===== src/rtl/pi_cfg_pkg.sv =====
// pi_cfg_pkg
//   Shared constants for the RPi serial configuration receiver: frame width,
//   sync nibble, field bit positions inside the 16-bit command frame and the
//   bit-counter sizing.
//   Ports: none (package).
package pi_cfg_pkg;

  localparam int          CFG_FRAME_W = 16;
  localparam logic [3:0]  CFG_SYNC    = 4'hA;

  // Field positions in the frame (bit 15 is shifted in first).
  localparam int SYNC_MSB = 15;
  localparam int SYNC_LSB = 12;
  localparam int K0_MSB   = 11;
  localparam int K0_LSB   = 10;
  localparam int K1_MSB   = 9;
  localparam int K1_LSB   = 8;
  localparam int C_MSB    = 7;
  localparam int C_LSB    = 6;
  localparam int EN0_BIT  = 5;
  localparam int EN1_BIT  = 4;
  localparam int DAT_MSB  = 3;
  localparam int DAT_LSB  = 2;
  localparam int RSV_BIT  = 1;
  localparam int PAR_BIT  = 0;

  // Bit counter saturates one past a full frame so over-length frames
  // stay distinguishable from exact 16-bit frames.
  localparam int             BIT_CNT_W    = 5;
  localparam logic [4:0]     BIT_CNT_FULL = 5'd16;
  localparam logic [4:0]     BIT_CNT_OVER = 5'd17;

endpackage


===== src/rtl/pi_cfg_rx_sync_rise.sv =====
// sync_rise
//   Multi-flop synchronizer for one asynchronous input plus a rising-edge
//   detector on the synchronized level.
//   Ports:
//     i_clk      system clock
//     i_rst_n    asynchronous active-low reset (clears all flops to 0)
//     i_d        asynchronous input
//     o_level_s  synchronized level (last synchronizer stage)
//     o_rise     one-cycle pulse when o_level_s goes 0 -> 1
//   STAGES must be at least 2.
module sync_rise #(
  parameter int STAGES = 2
) (
  input  logic i_clk,
  input  logic i_rst_n,
  input  logic i_d,
  output logic o_level_s,
  output logic o_rise
);

  logic [STAGES-1:0] r_sync;
  logic              r_prev;

  always_ff @(posedge i_clk or negedge i_rst_n) begin
    if (!i_rst_n) begin
      r_sync <= '0;
      r_prev <= 1'b0;
    end else begin
      r_sync <= {r_sync[STAGES-2:0], i_d};
      r_prev <= r_sync[STAGES-1];
    end
  end

  assign o_level_s = r_sync[STAGES-1];
  assign o_rise    = r_sync[STAGES-1] & ~r_prev;

endmodule


===== src/rtl/pi_cfg_rx.sv =====
// pi_cfg_rx
//   Receives a 16-bit configuration frame from the RPi (bit clock + serial
//   data, MSB first), and on the rising edge of the latch strobe checks it
//   (length, sync nibble, reserved bit, even parity). Good frames drive the
//   DUT control pins; bad frames leave them untouched and set a sticky error.
//   A partial frame left idle for TIMEOUT_CYC cycles is discarded.
//   Ports:
//     CLK, RST_B           system clock, async active-low reset
//     data_clk_cfg_pi      RPi bit clock (async, sampled on rise)
//     data_in_cfg_pi       RPi serial data (async)
//     latch_cfg_pi         RPi apply strobe (async, acts on rise)
//     K0, K1, C            clock-gen controls
//     enable0, enable1     chip enables (0 = EXT)
//     dat_ctl              DUT data-pattern select
//     cfg_valid            single-cycle pulse on the cycle the outputs update;
//                          no back-pressure, consumers must take it that cycle
//     cfg_status_pi        1 when the last latched frame was accepted
//     frame_err            sticky error, cleared by the next accepted frame
module pi_cfg_rx
  import pi_cfg_pkg::*;
#(
  parameter int         SYNC_STAGES = 2,
  parameter int         TIMEOUT_CYC = 5000000,
  parameter logic [1:0] RST_K       = 2'b11,
  parameter logic [1:0] RST_C       = 2'b00,
  parameter logic [1:0] RST_DAT     = 2'b00
) (
  input  logic       CLK,
  input  logic       RST_B,
  input  logic       data_clk_cfg_pi,
  input  logic       data_in_cfg_pi,
  input  logic       latch_cfg_pi,
  output logic [1:0] K0,
  output logic [1:0] K1,
  output logic [1:0] C,
  output logic       enable0,
  output logic       enable1,
  output logic [1:0] dat_ctl,
  output logic       cfg_valid,
  output logic       cfg_status_pi,
  output logic       frame_err
);

  localparam int IDLE_W = $clog2(TIMEOUT_CYC + 1);

  // Synchronized inputs. data_in uses the same depth as data_clk so the
  // sampled bit lines up with the detected clock edge.
  logic w_dclk_rise;
  logic w_dclk_level_unused;
  logic w_latch_rise;
  logic w_latch_level_unused;
  logic w_din_s;
  logic w_din_rise_unused;

  sync_rise #(.STAGES(SYNC_STAGES)) u_sync_dclk (
    .i_clk     (CLK),
    .i_rst_n   (RST_B),
    .i_d       (data_clk_cfg_pi),
    .o_level_s (w_dclk_level_unused),
    .o_rise    (w_dclk_rise)
  );

  sync_rise #(.STAGES(SYNC_STAGES)) u_sync_latch (
    .i_clk     (CLK),
    .i_rst_n   (RST_B),
    .i_d       (latch_cfg_pi),
    .o_level_s (w_latch_level_unused),
    .o_rise    (w_latch_rise)
  );

  sync_rise #(.STAGES(SYNC_STAGES)) u_sync_din (
    .i_clk     (CLK),
    .i_rst_n   (RST_B),
    .i_d       (data_in_cfg_pi),
    .o_level_s (w_din_s),
    .o_rise    (w_din_rise_unused)
  );

  logic [CFG_FRAME_W-1:0] r_shreg;
  logic [BIT_CNT_W-1:0]   r_bit_cnt;
  logic [IDLE_W-1:0]      r_idle_cnt;
  logic [1:0]             r_k0, r_k1, r_c, r_dat;
  logic                   r_en0, r_en1;
  logic                   r_valid, r_status, r_err;

  logic [CFG_FRAME_W-1:0] w_shreg_nxt;
  logic [BIT_CNT_W-1:0]   w_cnt_nxt;
  logic                   w_frame_ok;
  logic                   w_timeout;

  // Shift and count are evaluated before the latch check so a bit clock and
  // a latch rising in the same cycle still see the complete frame.
  always_comb begin
    w_shreg_nxt = r_shreg;
    w_cnt_nxt   = r_bit_cnt;
    if (w_dclk_rise) begin
      w_shreg_nxt = {r_shreg[CFG_FRAME_W-2:0], w_din_s};
      if (r_bit_cnt != BIT_CNT_OVER) begin
        w_cnt_nxt = r_bit_cnt + 1'b1;
      end
    end
  end

  assign w_frame_ok = (w_cnt_nxt == BIT_CNT_FULL)
                    && (w_shreg_nxt[SYNC_MSB:SYNC_LSB] == CFG_SYNC)
                    && !w_shreg_nxt[RSV_BIT]
                    && !(^w_shreg_nxt);

  assign w_timeout = (r_bit_cnt != '0) && !w_dclk_rise
                   && (r_idle_cnt == IDLE_W'(TIMEOUT_CYC));

  always_ff @(posedge CLK or negedge RST_B) begin
    if (!RST_B) begin
      r_shreg    <= '0;
      r_bit_cnt  <= '0;
      r_idle_cnt <= '0;
      r_k0       <= RST_K;
      r_k1       <= RST_K;
      r_c        <= RST_C;
      r_en0      <= 1'b0;
      r_en1      <= 1'b0;
      r_dat      <= RST_DAT;
      r_valid    <= 1'b0;
      r_status   <= 1'b0;
      r_err      <= 1'b0;
    end else begin
      r_shreg <= w_shreg_nxt;
      r_valid <= 1'b0;
      if (w_latch_rise) begin
        r_bit_cnt  <= '0;
        r_idle_cnt <= '0;
        if (w_frame_ok) begin
          r_k0     <= w_shreg_nxt[K0_MSB:K0_LSB];
          r_k1     <= w_shreg_nxt[K1_MSB:K1_LSB];
          r_c      <= w_shreg_nxt[C_MSB:C_LSB];
          r_en0    <= w_shreg_nxt[EN0_BIT];
          r_en1    <= w_shreg_nxt[EN1_BIT];
          r_dat    <= w_shreg_nxt[DAT_MSB:DAT_LSB];
          r_valid  <= 1'b1;
          r_status <= 1'b1;
          r_err    <= 1'b0;
        end else begin
          r_status <= 1'b0;
          r_err    <= 1'b1;
        end
      end else if (w_timeout) begin
        // Stale partial frame: drop it, flag it, keep the applied config.
        r_bit_cnt  <= '0;
        r_idle_cnt <= '0;
        r_err      <= 1'b1;
      end else begin
        r_bit_cnt <= w_cnt_nxt;
        if (w_dclk_rise || (r_bit_cnt == '0)) begin
          r_idle_cnt <= '0;
        end else begin
          r_idle_cnt <= r_idle_cnt + 1'b1;
        end
      end
    end
  end

  assign K0            = r_k0;
  assign K1            = r_k1;
  assign C             = r_c;
  assign enable0       = r_en0;
  assign enable1       = r_en1;
  assign dat_ctl       = r_dat;
  assign cfg_valid     = r_valid;
  assign cfg_status_pi = r_status;
  assign frame_err     = r_err;

endmodule


===== config.mk =====
export PLATFORM = sky130hd
export DESIGN_NAME = pi_cfg_rx
export DESIGN_NICKNAME = d
export VERILOG_FILES = /design/src/rtl/pi_cfg_pkg.sv /design/src/rtl/pi_cfg_rx_sync_rise.sv /design/src/rtl/pi_cfg_rx.sv
export SDC_FILE = /design/constraint.sdc
export NUM_CORES = 1
export LEC_CHECK = 0
export ABC_AREA = 1
export CAP_MARGIN = 20
export CORE_MARGIN = 2
export CORE_UTILIZATION = 46
export DETAILED_ROUTE_END_ITERATION = 8
export GPL_ROUTABILITY_DRIVEN = 1
export PLACE_DENSITY = 0.73
export SYNTH_ARGS = -nofsm -noshare
export SYNTH_HDL_FRONTEND = slang
export SYNTH_HIERARCHICAL = 1
export SYNTH_SLANG_ARGS = --single-unit

===== constraint.sdc =====
create_clock -name CLK -period 3.23 [get_ports CLK]
set_input_delay 0.8075 -clock CLK [delete_from_list [all_inputs] [get_ports CLK]]
set_output_delay 0.8075 -clock CLK [all_outputs]
set_load 0.1 [all_outputs]

==> flow_summary.toml, run 1 <==
[run_status]
run_status = "finished clean"

[cells_and_area]
count_of_antenna_diodes_in_the_layout = 0
post_route_cells_drive_above_1_share_pct = 12.9
fill_cells = 709
post_layout_util_pct = 53.1
area_delta_synth_final_pct = 12.2
layout.area.seq_mm2 = 0.00163
multiInputGateArea_mm2 = 0.00146
nets = 473

[route]
drcViolationCount = 0
pre_antenna_drt_iters = 4
route.detailed.wl_per_inst_um = 11.5
route.detailed.vias_per_inst = 4.84
postRouteWirelength_mm = 6.52
drt.antenna.violating_nets = 0
vias = 2732
drt_iter0_drc = 108

[timing]
setup_viol_count_final = 0
report.final.slew_viol_count = 0
tightestPinTransition_ps = 552
layout_worst_path_cycle_share_pct = 86.1
hold_viol_final = 0
timing.slew.headroom_pct = 63.2
timing.final.crit_period_ps = 2780
fmax_mhz = 359
setup-tns-final_ps = 0
rsz0062_at_grt = "false"
final.setup_skew_ps = 8.13

[synthesis]
number_of_instances_in_the_synthesized_netlist = 440
synth.net_count = 452
mean_syn_cell_area_um2 = 7.77
yosys_warnings = 6
synth.cell_area_mm2 = 0.00342

[worst_hold_path]
worst_hold_path_type = "reg2reg"
hold-path-cell-count = 0

[worst_setup_path]
worstPathArrival_ps = 3020
crit_path_start_kind = "flip-flop"
timing_worst_setup_path_type = "reg2reg"
worstPathMaxFanout = 18
worst-r2r-cell-count = 14
cp-end-kind = "flip-flop"
cp.required_ps = 3460

[place]
place_congestion = 0.879
hpwlAfterDp_mm = 4.86
buffer_ports.inserted = 17

[die]
design.core.area_mm2 = 0.00721
start_util_pct = 47.4
dieArea_mm2 = 0.00814
core.rowCount = 31
die_y_um = 90.2
horizontal_extent_of_the_die_um = 90.2
ios = 18

[clocking]
h_tree_level_count = 3
clk-insertion-delay-late_ps = 340
clockBufferDepth = 2
cts_tree = "yes"
post_cts_resized = 0
ctsHoldBuffers = 0
clockRootBuffer = "clkbuf_8"
clock_sink_count = 65
tritoncts.num_buffers = 9
clock_transition_at_the_registers_of_the_reported_paths_ps = 70
number_of_buffers_inserted_by_post_cts_setup_repair = 0

[power]
clock_power_share_pct = 36.6
p_per_area_mw_per_mm2 = 542
static-leakage-power_nw = 1.90
combinationalPowerShare_pct = 19.8
vdd.ir_drop.worst_mv = 0.283
power.switching_fraction_pct = 30.3
p_int_w = 0.00145
total_switching_power_w = 0.000630
sequentialPowerShare_pct = 43.5

[global_route]
grt_remaining_overflow = 0
grt_pass1_vias = 2580
maximum_number_of_pins_on_one_net_before_global_route_repair = 26
grt_usage_pct = 17.6
number_of_antenna_violations_at_the_first_check_in_global_routing = 0
grt_pass1_wl_mm = 11.5

[flow_run]
max_cap_check_violation_count = 0
per-layer routing:
layer,track usage (%),share of wire [%],vias up,wire (um)
met4,9.23,2.1,0,138
met5,0,0,-,0
li1,-,-,1415,-
met3,3.10,2.7,13,179
met1,23.5,49,1263,3210
met2,27.4,46,41,3000
critical path, cell delays in order (launching register included):
cell and delay, ps:
dfrtp_1 370, nor2_2 430, buf_4 280, inv_4 110
nand2_1 70, nand2_1 70, ha_1 290, xnor2_1 210
inv_1 90, nand3_1 80, nand2_1 60, nand2_2 190
nand3_2 250, nand2_1 120, nand2_1 50
cell usage in the layout (no fill, tap or decap), types with 2 or more instances in the layout:
cell and instances:
nand2_1 151, dfrtp_1 61, inv_1 55, nor2_1 42
buf_4 19, nand3_1 17, nand4_1 16, nor3_1 15
xor2_1 11, nand2_2 10, clkbuf_8 10, o21ai_0 7
ha_1 7, o21ai_1 5, dfstp_2 4, xnor2_1 4
nor4_1 4, a21oi_1 3, nor2_2 3, clkdlybuf4s50_1 3
nor3b_1 2, o21ai_2 2, inv_2 2, nand3_2 2
clkinv_2 2, bufinv_16 2
final timing paths:
path	from	endpoint	slack (ps)
min reg2reg	u_sync_dclk/r_sync[0]	u_sync_dclk/r_sync[1]	350
min	u_sync_dclk/r_sync[0]	u_sync_dclk/r_sync[1]	350
min in group asynchronous	RST_B	enable1	440
max in group asynchronous	RST_B	r_idle_cnt[7]	2090
max reg2reg	u_sync_dclk/r_prev	C[1]	450
max	u_sync_dclk/r_prev	C[1]	450
power groups by stage:
stage	combinational [W]	sequential (W)	clock, W
2_1_floorplan	0.000343	0.000909	0
3_3_place_gp	0.000400	0.000918	0
3_5_place_dp	0.000412	0.000919	0
4_1_cts	0.000415	0.000904	0.000782
5_1_grt	0.000478	0.000912	0.000824
6_report	0.000413	0.000905	0.000762
layout make-up:
type | instances | area share, %
inverter | 58 | 5.74
timing repair buffer | 23 | 4.63
sequential | 65 | 42.6
clock buffer | 11 | 3.69
tap | 99 | 3.23
multi-input combinational | 304 | 38.1
clock inverter | 5 | 2.06
per-stage QoR:
step | area, um2 | instances | worst slack [ps] | hold slack [ps] | total power, W
finish | 3830 | 565 | 448 | 355 | 0.00208
global route | 3830 | 565 | 115 | 370 | 0.00221
CTS | 3830 | 565 | 456 | 357 | 0.00210
detailed placement | 3610 | 549 | 486 | 342 | 0.00133
global placement | 3610 | 549 | 563 | 348 | 0.00132
floorplan | 3420 | 440 | 956 | 331 | 0.00125
registers in the layout, summed over array words and instances, names as in the netlist:
| name | flops |
|---|---|
| u_sync_latch/r_sync | 2 |
| u_sync_latch/r_prev | 1 |
| dat_ctl | 2 |
| C | 2 |
| r_idle_cnt | 23 |
| r_bit_cnt | 5 |
| u_sync_din/r_sync | 2 |
| K0 | 2 |
| u_sync_dclk/r_sync | 2 |
| cfg_valid | 1 |
| enable1 | 1 |
| enable0 | 1 |
| cfg_status_pi | 1 |
| u_sync_dclk/r_prev | 1 |
| K1 | 2 |
| frame_err | 1 |
| r_shreg | 16 |
Power figures use the tool's default switching activity.
==> run 2, diff against run 1 <==
--- a/config.mk
+++ b/config.mk
@@ -12,7 +12,7 @@
 export DETAILED_ROUTE_END_ITERATION = 8
 export GPL_ROUTABILITY_DRIVEN = 1
 export PLACE_DENSITY = 0.73
+export RECOVER_POWER = 50
 export SYNTH_ARGS = -nofsm -noshare
 export SYNTH_HDL_FRONTEND = slang
-export SYNTH_HIERARCHICAL = 1
 export SYNTH_SLANG_ARGS = --single-unit
==> constraint.sdc (replaced) <==
create_clock -name CLK -period 2.8 [get_ports CLK]
set_input_delay 0.7 -clock CLK [delete_from_list [all_inputs] [get_ports CLK]]
set_output_delay 0.7 -clock CLK [all_outputs]
set_load 0.1 [all_outputs]
==> run 2 against run 1 <==
Net effect:
- the run now ends with max-capacitance violations, max-slew violations left
- non-clock buffer count down 1
- count of clock-buffer cells in the layout up 2
- setup slack got worse by 160 ps
- sequential share of layout area is 0.50 points lower
- design area is 1.3% higher
- global-route usage rose by 0.44 points
- fmax increased by 11%
- utilization rose by 0.39 points
- wire length up 3.0%
- total power up 17%
- largest cell class unchanged
- critical endpoint is now frame_err
- combinational power is 26% higher
- die area grew 1.2%
==> flow_summary.toml, run 2 <==
[run_status]
run_status = "finished, violations left"
violations_in_the_final_reports = "max-capacitance violations, max-slew violations"

[cells_and_area]
nets = 496
largest_registers = "r_idle_cnt: 23 flops, r_shreg: 16 flops, r_bit_cnt: 5 flops"
count_of_antenna_diodes_in_the_layout = 0
layout_commonest_cell = "nand2_1"
area_delta_synth_final_pct = 12.1
mostFrequentLayoutCells = "nand2_1 (160), dfrtp_1 (60), inv_1 (57)"
most_flop_heavy_register = "r_idle_cnt"
largest_reg_flops = 23
post_route_cells_drive_above_1_share_pct = 9.41

[route]
route.detailed.wl_per_inst_um = 11.4
postRouteWirelength_mm = 6.72
drt_iter0_drc = 185
drcViolationCount = 0
pre_antenna_drt_iters = 4
route.detailed.vias_per_inst = 4.86
drt.antenna.violating_nets = 0
vias = 2858

[die]
horizontal_extent_of_the_die_um = 90.8
start_util_pct = 47.7
die_y_um = 90.8
core.rowCount = 31
ios = 18
design.core.area_mm2 = 0.00725
dieArea_mm2 = 0.00824

[worst_hold_path]
timing.hold.worst_endpoint = "u_sync_dclk.r_sync[1]"
worst_hold_path_type = "reg2reg"
holdCritStartpoint = "u_sync_dclk.r_sync[0]"
hold-path-cell-count = 0

[synthesis]
synth_edf_count = 0
synth_top_area_share_pct = 44.1
post-synth-top-area-cell = "dfrtp_1"
ys_async_sr_fraction_pct = 100
synth_commonest_cells = "nand2_1 (160), dfrtp_1 (61), inv_1 (57)"
postSynth.topFlopCell = "dfrtp_1"
yosys-top-cells-area = "dfrtp_1 (44%), nand2_1 (17%), nand3_1 (6.8%), inv_1 (6.2%), nor2_1 (5.2%)"
mean_syn_cell_area_um2 = 7.49
yosys_warnings = 0
postSynthRegisterBits = 65
number_of_instances_in_the_synthesized_netlist = 462
post-synth-top-count-cell = "nand2_1"
synth_unique_cells = 29
synth.net_count = 474
synth.cell_area_mm2 = 0.00346
seq_area_frac_synth_pct = 47.1

[place]
hpwlAfterDp_mm = 4.88
buffer_ports.inserted = 17
place_congestion = 0.865

[worst_setup_path]
critical-path-max-stage-delay_ps = 410
timing_worst_setup_path_type = "reg2reg"
r2r_setup_slack_ps = 290
crit_slowest_cell = "dfrtp_1"
worst_path_most_repeated_cell = "nand2_1"
launch_point_of_the_worst_reg_to_reg_path = "u_sync_dclk.r_prev"
worst_r2r_endpoint = "frame_err"
worst-r2r-cell-count = 18
crit_path_start_kind = "flip-flop"
cp.required_ps = 3040
path_cells = "inv_2, nand2_4, o21ai_0, ha_1, inv_1, nand2_1, nand2_1, inv_1, nand2_1, nand2_1, nand2_1, nand2_1, nand2_1, nand2_1, nand3_1, nand3_2, nand2_1, inv_2"
cp-end-kind = "flip-flop"
worstPathMaxFanout = 25
worstPathArrival_ps = 2750

[global_route]
number_of_antenna_violations_at_the_first_check_in_global_routing = 0
grt_pass1_vias = 2634
maximum_number_of_pins_on_one_net_before_global_route_repair = 66
grt_usage_pct = 18.0
grt_remaining_overflow = 0
grt_pass1_wl_mm = 11.9

[timing]
fmax_mhz = 399
timing.final.crit_period_ps = 2510
layout_worst_path_cycle_share_pct = 89.6
hold_viol_final = 0
final.setup_skew_ps = 7.98
setup-tns-final_ps = 0
tightestPinTransition_ps = 1590
setup_viol_count_final = 0
timing.slew.headroom_pct = -5.68
report.final.slew_viol_count = 66
rsz0062_at_grt = "false"

[clocking]
tritoncts.num_buffers = 9
clockBufferDepth = 2
clockRootBuffer = "clkbuf_8"
clock_sink_count = 65
number_of_buffers_inserted_by_post_cts_setup_repair = 0
clk-insertion-delay-late_ps = 350
clock_transition_at_the_registers_of_the_reported_paths_ps = 60
cts_tree = "yes"
h_tree_level_count = 3

[power]
static-leakage-power_nw = 1.98
post-layout-total-power_w = 0.00242
vdd.ir_drop.worst_mv = 0.348
p_per_area_mw_per_mm2 = 624

[flow_run]
max_cap_check_violation_count = 1
run 2: worst max path at each step:
| stage | startpoint | endpoint | cells past startpoint |
|---|---|---|---|
| global placement | u_sync_dclk.r_sync[1] | frame_err | 17 |
| finish | u_sync_dclk.r_prev | frame_err | 18 |
| detailed placement | u_sync_dclk.r_sync[1] | frame_err | 17 |
| floorplan | u_sync_dclk.r_prev | C[1] | 21 |
| CTS | u_sync_dclk.r_sync[1] | frame_err | 17 |
| global route | u_sync_dclk.r_prev | dat_ctl[1] | 18 |
run 2: routing by layer:
| metal | vias up | global-route usage [%] | share of wire, % |
|---|---|---|---|
| met3 | 14 | 3.59 | 3.4 |
| met5 | - | 0 | 0 |
| met4 | 0 | 9.23 | 2.3 |
| met1 | 1310 | 24.8 | 50 |
| met2 | 43 | 26.9 | 44 |
| li1 | 1491 | - | - |
run 2: area by class of cell:
class | instances | area, um2
clock inverter | 3 | 65.1
sequential | 65 | 1630
multi-input combinational | 327 | 1530
clock buffer | 13 | 139
tap | 99 | 124
inverter | 59 | 221
timing repair buffer | 22 | 168
fill | 706 | 3370
run 2: cells by family (layout without fill, tap and decap cells):
kind of cell | Yosys count | count (layout) | share of synthesized area, %
AND/OR/NAND/NOR | 285 | 285 | 34.9
buffers and inverters | 70 | 97 | 8.60
AO/OA/AOI/OAI | 21 | 21 | 3.32
adder cells (fa/ha/maj) | 7 | 7 | 2.53
XOR/XNOR | 14 | 14 | 3.54
flip-flops | 65 | 65 | 47.1
run 2: what timing repair did:
action	CTS	global route
resized for setup	0	3
hold buffers	0	0
setup endpoints to repair	0	11
run 2: worst max-delay path: cells and delay by family, from the launching register on:
| kind | cells | cell delay (ps) |
|---|---|---|
| flops | 1 | 410 |
| simple gates | 12 | 1150 |
| compound gates | 1 | 290 |
| buf+inv | 4 | 250 |
| fa+ha+maj | 1 | 290 |
run 2: power by group:
group          switching, W  internal (W)
Clock              0.000349      0.000502
Combinational      0.000361      0.000161
Sequential        0.0000498       0.00100
run 2: stage by stage:
step,hold slack [ps],util [%],std cells,area (um2),setup WS (ps)
2_1_floorplan,331,-,462,3460,440
3_5_place_dp,336,50.9,572,3690,226
4_1_cts,351,53.7,588,3900,219
6_report,347,53.5,588,3880,291
3_3_place_gp,333,50.9,572,3690,400
5_1_grt,365,53.5,588,3880,13.7
